### config.mk
export PLATFORM = sky130hd
export DESIGN_NAME = router_input_requester
export DESIGN_NICKNAME = d
export VERILOG_FILES = /design/src/rtl/router_input_requester_pkg.sv /design/src/rtl/router_input_requester_xy_route_calc.sv /design/src/rtl/router_input_requester.sv
export SDC_FILE = /design/constraint.sdc
export NUM_CORES = 1
export LEC_CHECK = 0
export CORE_MARGIN = 4
export CORE_UTILIZATION = 25
export DETAILED_ROUTE_END_ITERATION = 10
export GPL_TIMING_DRIVEN = 0
export PLACE_DENSITY = 0.57
export SLEW_MARGIN = 20
export SYNTH_ARGS = -nofsm -noshare
export SYNTH_HDL_FRONTEND = slang
export SYNTH_SLANG_ARGS = --single-unit
### constraint.sdc
create_clock -name clk -period 1.7 [get_ports clk]
set_input_delay 0.255 -clock clk [delete_from_list [all_inputs] [get_ports clk]]
set_output_delay 0.255 -clock clk [all_outputs]
set_load 0.03 [all_outputs]
### src/rtl/router_input_requester_pkg.sv
// Shared definitions for the router input-port requester: flit type codes,
// FSM state encoding, output-port indices and header field offsets.
package router_input_requester_pkg;

  // Flit type codes (one-hot).
  localparam logic [2:0] FlitHeader = 3'b001;
  localparam logic [2:0] FlitBody   = 3'b010;
  localparam logic [2:0] FlitTail   = 3'b100;

  // Requester states (one-hot).
  typedef enum logic [2:0] {
    StIdle = 3'b001,
    StReq  = 3'b010,
    StXfer = 3'b100
  } state_e;

  // Output port indices; req/gnt bit order is {W,S,E,N,L}.
  localparam int unsigned NumPorts = 5;
  localparam int unsigned PortL    = 0;
  localparam int unsigned PortN    = 1;
  localparam int unsigned PortE    = 2;
  localparam int unsigned PortS    = 3;
  localparam int unsigned PortW    = 4;

  // Header payload layout; dst_y follows dst_x and depends on the coordinate width.
  localparam int unsigned LenLsb  = 0;
  localparam int unsigned LenW    = 12;
  localparam int unsigned DstXLsb = 12;

  // Saturating increment for the 12-bit flit counter.
  function automatic logic [LenW-1:0] sat_inc(input logic [LenW-1:0] v);
    return (v == {LenW{1'b1}}) ? v : v + 12'd1;
  endfunction

endpackage

### src/rtl/router_input_requester_xy_route_calc.sv
// Combinational XY (X-first) route computation: destination coordinates in,
// one-hot output port {W,S,E,N,L} out.
module xy_route_calc
  import router_input_requester_pkg::*;
#(
  parameter int unsigned COORD_W = 1,
  parameter int unsigned CUR_X   = 0,
  parameter int unsigned CUR_Y   = 0
) (
  input  logic [COORD_W-1:0]  dst_x_i,
  input  logic [COORD_W-1:0]  dst_y_i,
  output logic [NumPorts-1:0] port_oh_o
);

  localparam logic [COORD_W-1:0] CurX = COORD_W'(CUR_X);
  localparam logic [COORD_W-1:0] CurY = COORD_W'(CUR_Y);

  // Resolve X first; only a matching X column looks at Y.
  always_comb begin
    port_oh_o = '0;
    if (dst_x_i > CurX) begin
      port_oh_o[PortE] = 1'b1;
    end else if (dst_x_i < CurX) begin
      port_oh_o[PortW] = 1'b1;
    end else if (dst_y_i > CurY) begin
      port_oh_o[PortS] = 1'b1;
    end else if (dst_y_i < CurY) begin
      port_oh_o[PortN] = 1'b1;
    end else begin
      port_oh_o[PortL] = 1'b1;
    end
  end

endmodule

### src/rtl/router_input_requester.sv
// Router input-port requester: decodes the HEADER at the head of the input
// FIFO, requests the XY-routed output port and streams the packet while
// granted, releasing the request after the TAIL flit.
// Optional: define ROUTER_LEN_CHECK_EN to add a sticky packet-length error output err_o.
module router_input_requester
  import router_input_requester_pkg::*;
#(
  parameter int unsigned DATA_W  = 32,
  parameter int unsigned COORD_W = 1,
  parameter int unsigned CUR_X   = 0,
  parameter int unsigned CUR_Y   = 0
) (
  input  logic                clk,
  input  logic                rst,
  input  logic                fifo_empty_i,
  input  logic [2:0]          fifo_flit_type_i,
  input  logic [DATA_W-1:0]   fifo_data_i,
  output logic                fifo_rd_en_o,
  input  logic [NumPorts-1:0] gnt_i,
  input  logic                out_ready_i,
  output logic [NumPorts-1:0] req_o,
  output logic [2:0]          req_flit_type_o,
  output logic [LenW-1:0]     req_length_o,
  output logic                out_valid_o,
  output logic [2:0]          out_flit_type_o,
  output logic [DATA_W-1:0]   out_data_o
`ifdef ROUTER_LEN_CHECK_EN
  ,
  output logic                err_o
`endif
);

  state_e              state_q, state_d;
  logic [NumPorts-1:0] req_q, req_d;
  logic [LenW-1:0]     len_q, len_d;
  logic [LenW-1:0]     cnt_q, cnt_d;
  logic                ov_q, ov_d;
  logic [2:0]          oft_q, oft_d;
  logic [DATA_W-1:0]   od_q, od_d;

  logic [COORD_W-1:0]  dst_x, dst_y;
  logic [NumPorts-1:0] route_oh;
  logic                head_is_hdr, head_is_tail, discard, xfer_pop;

  assign dst_x = fifo_data_i[DstXLsb +: COORD_W];
  assign dst_y = fifo_data_i[DstXLsb + COORD_W +: COORD_W];

  xy_route_calc #(
    .COORD_W (COORD_W),
    .CUR_X   (CUR_X),
    .CUR_Y   (CUR_Y)
  ) u_route (
    .dst_x_i   (dst_x),
    .dst_y_i   (dst_y),
    .port_oh_o (route_oh)
  );

  // Decode the FIFO head and the pop conditions for this cycle.
  always_comb begin
    head_is_hdr  = !fifo_empty_i && (fifo_flit_type_i == FlitHeader);
    head_is_tail = (fifo_flit_type_i == FlitTail);
    // Stray non-HEADER flits at an idle port belong to no packet: drop them.
    discard      = (state_q == StIdle) && !fifo_empty_i && (fifo_flit_type_i != FlitHeader);
    xfer_pop     = (state_q != StIdle) && |(gnt_i & req_q) && !fifo_empty_i && out_ready_i;
    fifo_rd_en_o = !rst && (discard || xfer_pop);
    req_flit_type_o = ((state_q != StIdle) && !fifo_empty_i) ? fifo_flit_type_i : 3'b000;
  end

  // Next-state logic for the request FSM, counter and output flit register.
  always_comb begin
    state_d = state_q;
    req_d   = req_q;
    len_d   = len_q;
    cnt_d   = cnt_q;
    ov_d    = xfer_pop;
    oft_d   = oft_q;
    od_d    = od_q;
    if (xfer_pop) begin
      oft_d = fifo_flit_type_i;
      od_d  = fifo_data_i;
    end
    unique case (state_q)
      StIdle: begin
        if (head_is_hdr) begin
          state_d = StReq;
          req_d   = route_oh;
          len_d   = fifo_data_i[LenLsb +: LenW];
        end
      end
      StReq: begin
        if (xfer_pop) begin
          state_d = StXfer;
          cnt_d   = 12'd1;
        end
      end
      StXfer: begin
        if (xfer_pop) begin
          if (head_is_tail) begin
            state_d = StIdle;
            req_d   = '0;
            cnt_d   = '0;
          end else begin
            cnt_d = sat_inc(cnt_q);
          end
        end
      end
      default: begin
        state_d = StIdle;
        req_d   = '0;
        cnt_d   = '0;
      end
    endcase
  end

  // State and registered outputs, synchronous active-high reset.
  always_ff @(posedge clk) begin
    if (rst) begin
      state_q <= StIdle;
      req_q   <= '0;
      len_q   <= '0;
      cnt_q   <= '0;
      ov_q    <= 1'b0;
      oft_q   <= '0;
      od_q    <= '0;
    end else begin
      state_q <= state_d;
      req_q   <= req_d;
      len_q   <= len_d;
      cnt_q   <= cnt_d;
      ov_q    <= ov_d;
      oft_q   <= oft_d;
      od_q    <= od_d;
    end
  end

  assign req_o           = req_q;
  assign req_length_o    = len_q;
  assign out_valid_o     = ov_q;
  assign out_flit_type_o = oft_q;
  assign out_data_o      = od_q;

`ifdef ROUTER_LEN_CHECK_EN
  logic        err_q, err_d;
  logic [12:0] cnt_inc;

  // Sticky length/framing error: wrong TAIL position, missing TAIL, stray flit, short header.
  always_comb begin
    err_d   = err_q;
    cnt_inc = {1'b0, cnt_q} + 13'd1;
    if (discard) begin
      err_d = 1'b1;
    end
    if ((state_q == StIdle) && head_is_hdr && (fifo_data_i[LenLsb +: LenW] < 12'd2)) begin
      err_d = 1'b1;
    end
    if (xfer_pop) begin
      if (head_is_tail) begin
        if (cnt_inc != {1'b0, len_q}) err_d = 1'b1;
      end else if (cnt_inc >= {1'b0, len_q}) begin
        err_d = 1'b1;
      end
    end
  end

  // Error flag register, cleared only by reset.
  always_ff @(posedge clk) begin
    if (rst) begin
      err_q <= 1'b0;
    end else begin
      err_q <= err_d;
    end
  end

  assign err_o = err_q;
`endif

endmodule

==> results of run 1 <==
-- layout by cell type, fill, tap and decap left out, types with 9 or more instances in the layout --
master           synthesis  layout
a21oi_1                 38      27
a21oi_2                 11      21
buf_4                    2      12
buf_6                    1       9
clkdlybuf4s50_1          0      81
dfxtp_1                 54      48
dlymetal6s2s_1           0      10
nand2_1                 85      62
nand2_2                 10      13
nand2_4                  0      20
-- worst max-delay path, stage by stage (launching register included) --
cell and delay, ns:
dfxtp_4 0.36, a222oi_1 0.08, buf_4 0.17, buf_4 0.13
buf_6 0.10, or4b_4 0.55, buf_12 0.17, clkbuf_16 0.16
nand2_4 0.06, a21oi_2 0.05
-- area by class of cell --
class / count / area (um2)
plain buffers: 17 / 155
well taps: 105 / 131
flip-flops and latches: 54 / 1100
repair buffers: 114 / 1230
fillers: 823 / 4390
multi-input cells: 185 / 1220
clock buffers: 6 / 72.6
clock inverters: 2 / 37.5
inverters: 1 / 3.75
-- per-layer routing --
metal / vias up / share of wire
li1: 1081 / -
met1: 1019 / 0.43
met2: 49 / 0.50
met3: 7 / 0.053
met4: 0 / 0.013
met5: - / 0
-- per-stage QoR --
step	utilization	total power [uW]	setup TNS [ns]	cells
after floorplan	-	1400	-0.0609	258
after global placement	0.396	1550	-29.19	459
after detailed placement	0.396	1550	-30.85	459
after CTS	0.426	2450	-7.32	478
after global routing	0.474	2530	-14.71	484
final	0.474	2410	-9.95	484
-- synthesized netlist by cell type, drive strengths merged (2+ instances only) --
library cell and count:
nand2 95, nor3b 3, clkbuf 8, nand3b 2, buf 10, nor3 4, a21o 2, nor4b 2
mux2i 3, dfxtp 54, nor2 6, a21oi 49, nand2b 5, and2 4
-- path summary, 6_finish.rpt --
kind | cells after the start | slack (ns) | to
max | 9 | -0.28 | out_data_o[29]$_SDFFE_PP0P_
min | 2 | 0.46 | req_length_o[8]$_SDFFE_PP0P_
max reg2reg | 9 | -0.28 | out_data_o[29]$_SDFFE_PP0P_
min reg2reg | 2 | 0.46 | req_length_o[8]$_SDFFE_PP0P_
-- timing repair --
action                                  4_1_cts  5_1_grt
resized for setup                            36       79
pin swaps                                     7       20
endpoints found under the setup margin       56       57
setup buffers                                12        2
endpoints found under the hold margin         0        0
cloned                                        0        4
-- cells by family (layout without fill, tap and decap cells) --
logic type | Yosys count | count (layout)
compound gates | 55 | 55
simple gates | 125 | 125
other cells | 1 | 2
buf+inv | 19 | 140
flops | 54 | 54
mux | 3 | 3
-- sequential cells by signal, indices dropped and copies added (netlist names) --
signal,count
out_data_o,32
req_length_o,12
out_flit_type_o,3
req_o,3
state_q,3
out_valid_o,1
-- power breakdown --
part | switching (uW) | leakage (uW) | internal (uW) | total, uW
Combinational | 122 | 0.00101 | 143 | 264
Sequential | 6.48 | 0.000439 | 1270 | 1280
Clock | 427 | 0.0000514 | 440 | 867
Total | 555 | 0.00150 | 1850 | 2410
==> run metrics, run 1 <==
Leak 0.00150 uW; Synth area leaders dfxtp_1 (50%), nand2_1 (15%), a21oi_1 (8.7%); Final Skew 0.00665 ns; largest family of logic cells by synthesized area simple AND/OR/NAND/NOR gates; Die X 101 um; GR Layer Usage met3 0.0310; H-tree depth 2; final RePlAce weighted congestion 0.705; Post-Synth Simple-Gate Area 0.274; Synth Flop Type dfxtp_1; Clock Latency Late Sink 0.31 ns; dpl cell area 0.00330 mm2; layer with the highest usage met2; FF-to-FF Start req_o[2]$_SDFFE_PP0P_; Nets 422; total congestion overflow 0; die area 0.0103 mm2; vias in the first global route 2072; Post-Synthesis Cells 257; CTS Sinks 54; clock slew at reported path FFs 0.10 ns; P per Cell Area 609 mW/mm2; share of layout cells above drive strength 1 0.298; unrepaired setup endpoints after global routing yes; dpl ws -1.35 ns; Seq cells post-synth 54; Slew Viols, Final 0; CTS hold repair buffers 0; Synth Area per Inst 8.47 um2; Period Utilization, post-route 1.16; via count 2156; Synth Warn # 0; Site Rows 33; CTS buffer count 5; Mapped Area 0.00218 mm2; P&R area growth vs syn 81.5%; proportion of synthesized area in mux cells 0.0138; CTS tree built; Vert. Die Dim 101 um; Fmax achieved 506 MHz; Port Buffers 96; Period minus WS final 1.98 ns; xor/xnor share of the synthesized area 0; Post-Synth Adder-Cell Area 0; clk root buf clkbuf_8; Slew @ Worst Pin 0.700 ns; worst setup margin -0.277 ns; core footprint 0.00834 mm2; Longest Clk Path Bufs 2; Wirelength per Cell 14.4 um; Initial Utilization 0.261; Max-Slew Margin vs Limit 0.533; Tot GR Track Use 0.132; vias per inst 4.45; maximum vdd drop 0.000314 V; register area share after synthesis 0.497; Worst EP required 1.88 ns; WP data arrival 2.15 ns; status complete, but fails checks; final instance area 0.00395 mm2; critical path class flip-flop to flip-flop; final hold violations 0; first-pass GRT wire length 10600 um; initial antenna violation count 0; crit-path max FO 5; worst hold slack 0.458 ns; initial DRC count 56; Post-synth EDFFs 0; n_diodes 0; Final setup viols 44; CP Launch Type flip-flop; Post-Route WL 6990 um; DRC Markers 0; first-pass detailed-route iteration total 4; synth unique cells 34; Post-synth ARST share 0; Post-DP HPWL 4630 um; IO Pins 101; max-cap viol count 0; met2 Use GR 0.224; crit path capture type flip-flop; hold crit path type flip-flop to flip-flop; met1 usage 0.168; Yosys top cell by area dfxtp_1; failing checks setup timing; hold path start req_length_o[8]$_SDFFE_PP0P_; Setup crit start req_o[2]$_SDFFE_PP0P_; top-area cell type share of the netlist area 0.497; largest net degree at the start of global routing 17; post-synthesis compound-gate area fraction 0.154; post-route antenna net violation count 0
(Power assumes the default switching activity.)
==> run 2, diff against run 1 <==
--- a/config.mk
+++ b/config.mk
@@ -5,11 +5,14 @@
 export SDC_FILE = /design/constraint.sdc
 export NUM_CORES = 1
 export LEC_CHECK = 0
+export CAP_MARGIN = 20
+export CORE_ASPECT_RATIO = 1.4
 export CORE_MARGIN = 4
 export CORE_UTILIZATION = 25
 export DETAILED_ROUTE_END_ITERATION = 10
 export GPL_TIMING_DRIVEN = 0
 export PLACE_DENSITY = 0.57
+export SETUP_SLACK_MARGIN = 0.05
 export SLEW_MARGIN = 20
 export SYNTH_ARGS = -nofsm -noshare
 export SYNTH_HDL_FRONTEND = slang
==> run metrics, run 2 (synthesized netlist as in run 1, its figures left out) <==
status complete, but fails checks; failing checks setup timing; flip-flop count of the largest register after layout 32; clock slew at reported path FFs 0.07 ns; max-cap viol count 0; H-tree depth 2; P&R area growth vs syn 66.6%; final RePlAce weighted congestion 0.681; largest net degree at the start of global routing 18; initial antenna violation count 0; commonest non-fill, non-tap cell in the layout clkdlybuf4s50_1; Initial Utilization 0.254; Max-Slew Margin vs Limit 0.564; initial DRC count 50; Period minus WS final 1.86 ns; WP data arrival 1.60 ns; Wirelength per Cell 13.5 um; Nets 415; IO Pins 101; Site Rows 40; register area 0.00110 mm2; Port Buffers 96; R2R Path End out_data_o[19]$_SDFFE_PP0P_; final hold violations 0; CTS hold repair buffers 0; via count 2101; FF-to-FF Start req_o[2]$_SDFFE_PP0P_; Final Skew 0.00646 ns; Slew Viols, Final 0; worst setup margin -0.159 ns; maximum vdd drop 0.000358 V; CTS buffer count 5; slack of the worst reg-to-reg path -0.08 ns; crit-path max FO 3; post-route antenna net violation count 0; total congestion overflow 0; Vert. Die Dim 118 um; Pwr Total 2540 uW; clk root buf clkbuf_16; reg2reg path depth 8; area of the multi-input gates 0.00102 mm2; Tot GR Track Use 0.126; Worst EP required 1.44 ns; vias in the first global route 2072; cell count of the worst hold path 3; fillers 884; CTS tree built; hold crit path type primary input to flip-flop; Die X 86.8 um; dpl ws -1.29 ns; share of layout cells above drive strength 1 0.196; Final setup viols 40; Post-Route WL 6460 um; P per Cell Area 701 mW/mm2; critical path class flip-flop to output port; CP Launch Type flip-flop; Worst Hold Endpoint out_flit_type_o[1]$_SDFFE_PP0P_; first-pass GRT wire length 10200 um; vias per inst 4.40; Clock Latency Late Sink 0.29 ns; core footprint 0.00856 mm2; Fmax achieved 538 MHz; Post-DP HPWL 4660 um; DRC Markers 0; Slew @ Worst Pin 0.653 ns; CTS Sinks 54; die area 0.0103 mm2; Leak 0.00128 uW; most frequent cells in the layout clkdlybuf4s50_1 (87), nand2_1 (81), dfxtp_1 (48); n_diodes 0; unrepaired setup endpoints after global routing yes; crit path capture type output port; hold path start fifo_flit_type_i[1]; Period Utilization, post-route 1.09; Longest Clk Path Bufs 2; first-pass detailed-route iteration total 4
==> run 2: worst max-delay path by stage <==
stage / from / to / slack [ns] / depth (start not counted)
after global placement: gnt_i[0] / fifo_rd_en_o / -1.29 / 7
after floorplan: req_o[0]$_SDFFE_PP0P_ / fifo_rd_en_o / -0.06 / 5
after detailed placement: gnt_i[0] / fifo_rd_en_o / -1.29 / 7
after CTS: req_o[0]$_SDFFE_PP0P_ / fifo_rd_en_o / -0.16 / 7
after global routing: req_o[0]$_SDFFE_PP0P_ / fifo_rd_en_o / -0.22 / 7
final: req_o[0]$_SDFFE_PP0P_ / fifo_rd_en_o / -0.16 / 7
==> run 2: repair_timing <==
item | 4_1_cts | 5_1_grt
pin swaps | 9 | 2
cloned | 1 | 0
setup endpoints to repair | 58 | 56
gates resized for setup | 46 | 9
setup buffers | 9 | 0
==> run 2: through the flow <==
step                hold WS, ns  cell area (um2)  instances   util  setup TNS (ns)
floorplan                 0.391             2210        258      -         -0.0609
global placement          0.442             3300        459  0.386          -26.69
detailed placement        0.447             3300        459  0.386          -27.82
CTS                       0.458             3600        477  0.421           -2.85
global route              0.363             3630        477  0.424           -5.11
finish                    0.351             3630        477  0.424           -2.25
==> run 2: report_power, final <==
group | total [uW] | internal, uW | leakage, uW | switching, uW
Combinational | 253 | 137 | 0.000764 | 116
Sequential | 1280 | 1270 | 0.000438 | 6.23
Clock | 1010 | 547 | 0.0000741 | 464
Total | 2540 | 1950 | 0.00128 | 586
==> run 2: per-layer routing <==
| metal | track usage | vias up | wire, um |
|---|---|---|---|
| met3 | 0.0349 | 8 | 427 |
| met1 | 0.146 | 962 | 2610 |
| met5 | 0 | - | 0 |
| met4 | 0.0419 | 0 | 102 |
| met2 | 0.219 | 67 | 3320 |
| li1 | - | 1064 | - |
==> run 2: cell type report <==
cell class / count / share of cell area
Buffer: 18 / 0.0424
Clock buffer: 5 / 0.0345
Clock inverter: 3 / 0.00552
Inverter: 1 / 0.00104
Multi-Input combinational cell: 185 / 0.281
Sequential cell: 54 / 0.302
Tap cell: 105 / 0.0362
Timing Repair Buffer: 106 / 0.297
==> run 2: worst max-delay path, stage by stage (launching register included) <==
cell      delay [ns]
dfxtp_4         0.34
a222oi_1        0.29
buf_4           0.18
nor4b_4         0.05
buf_6           0.14
a21oi_4         0.12
nor2_4          0.04
buf_6           0.13
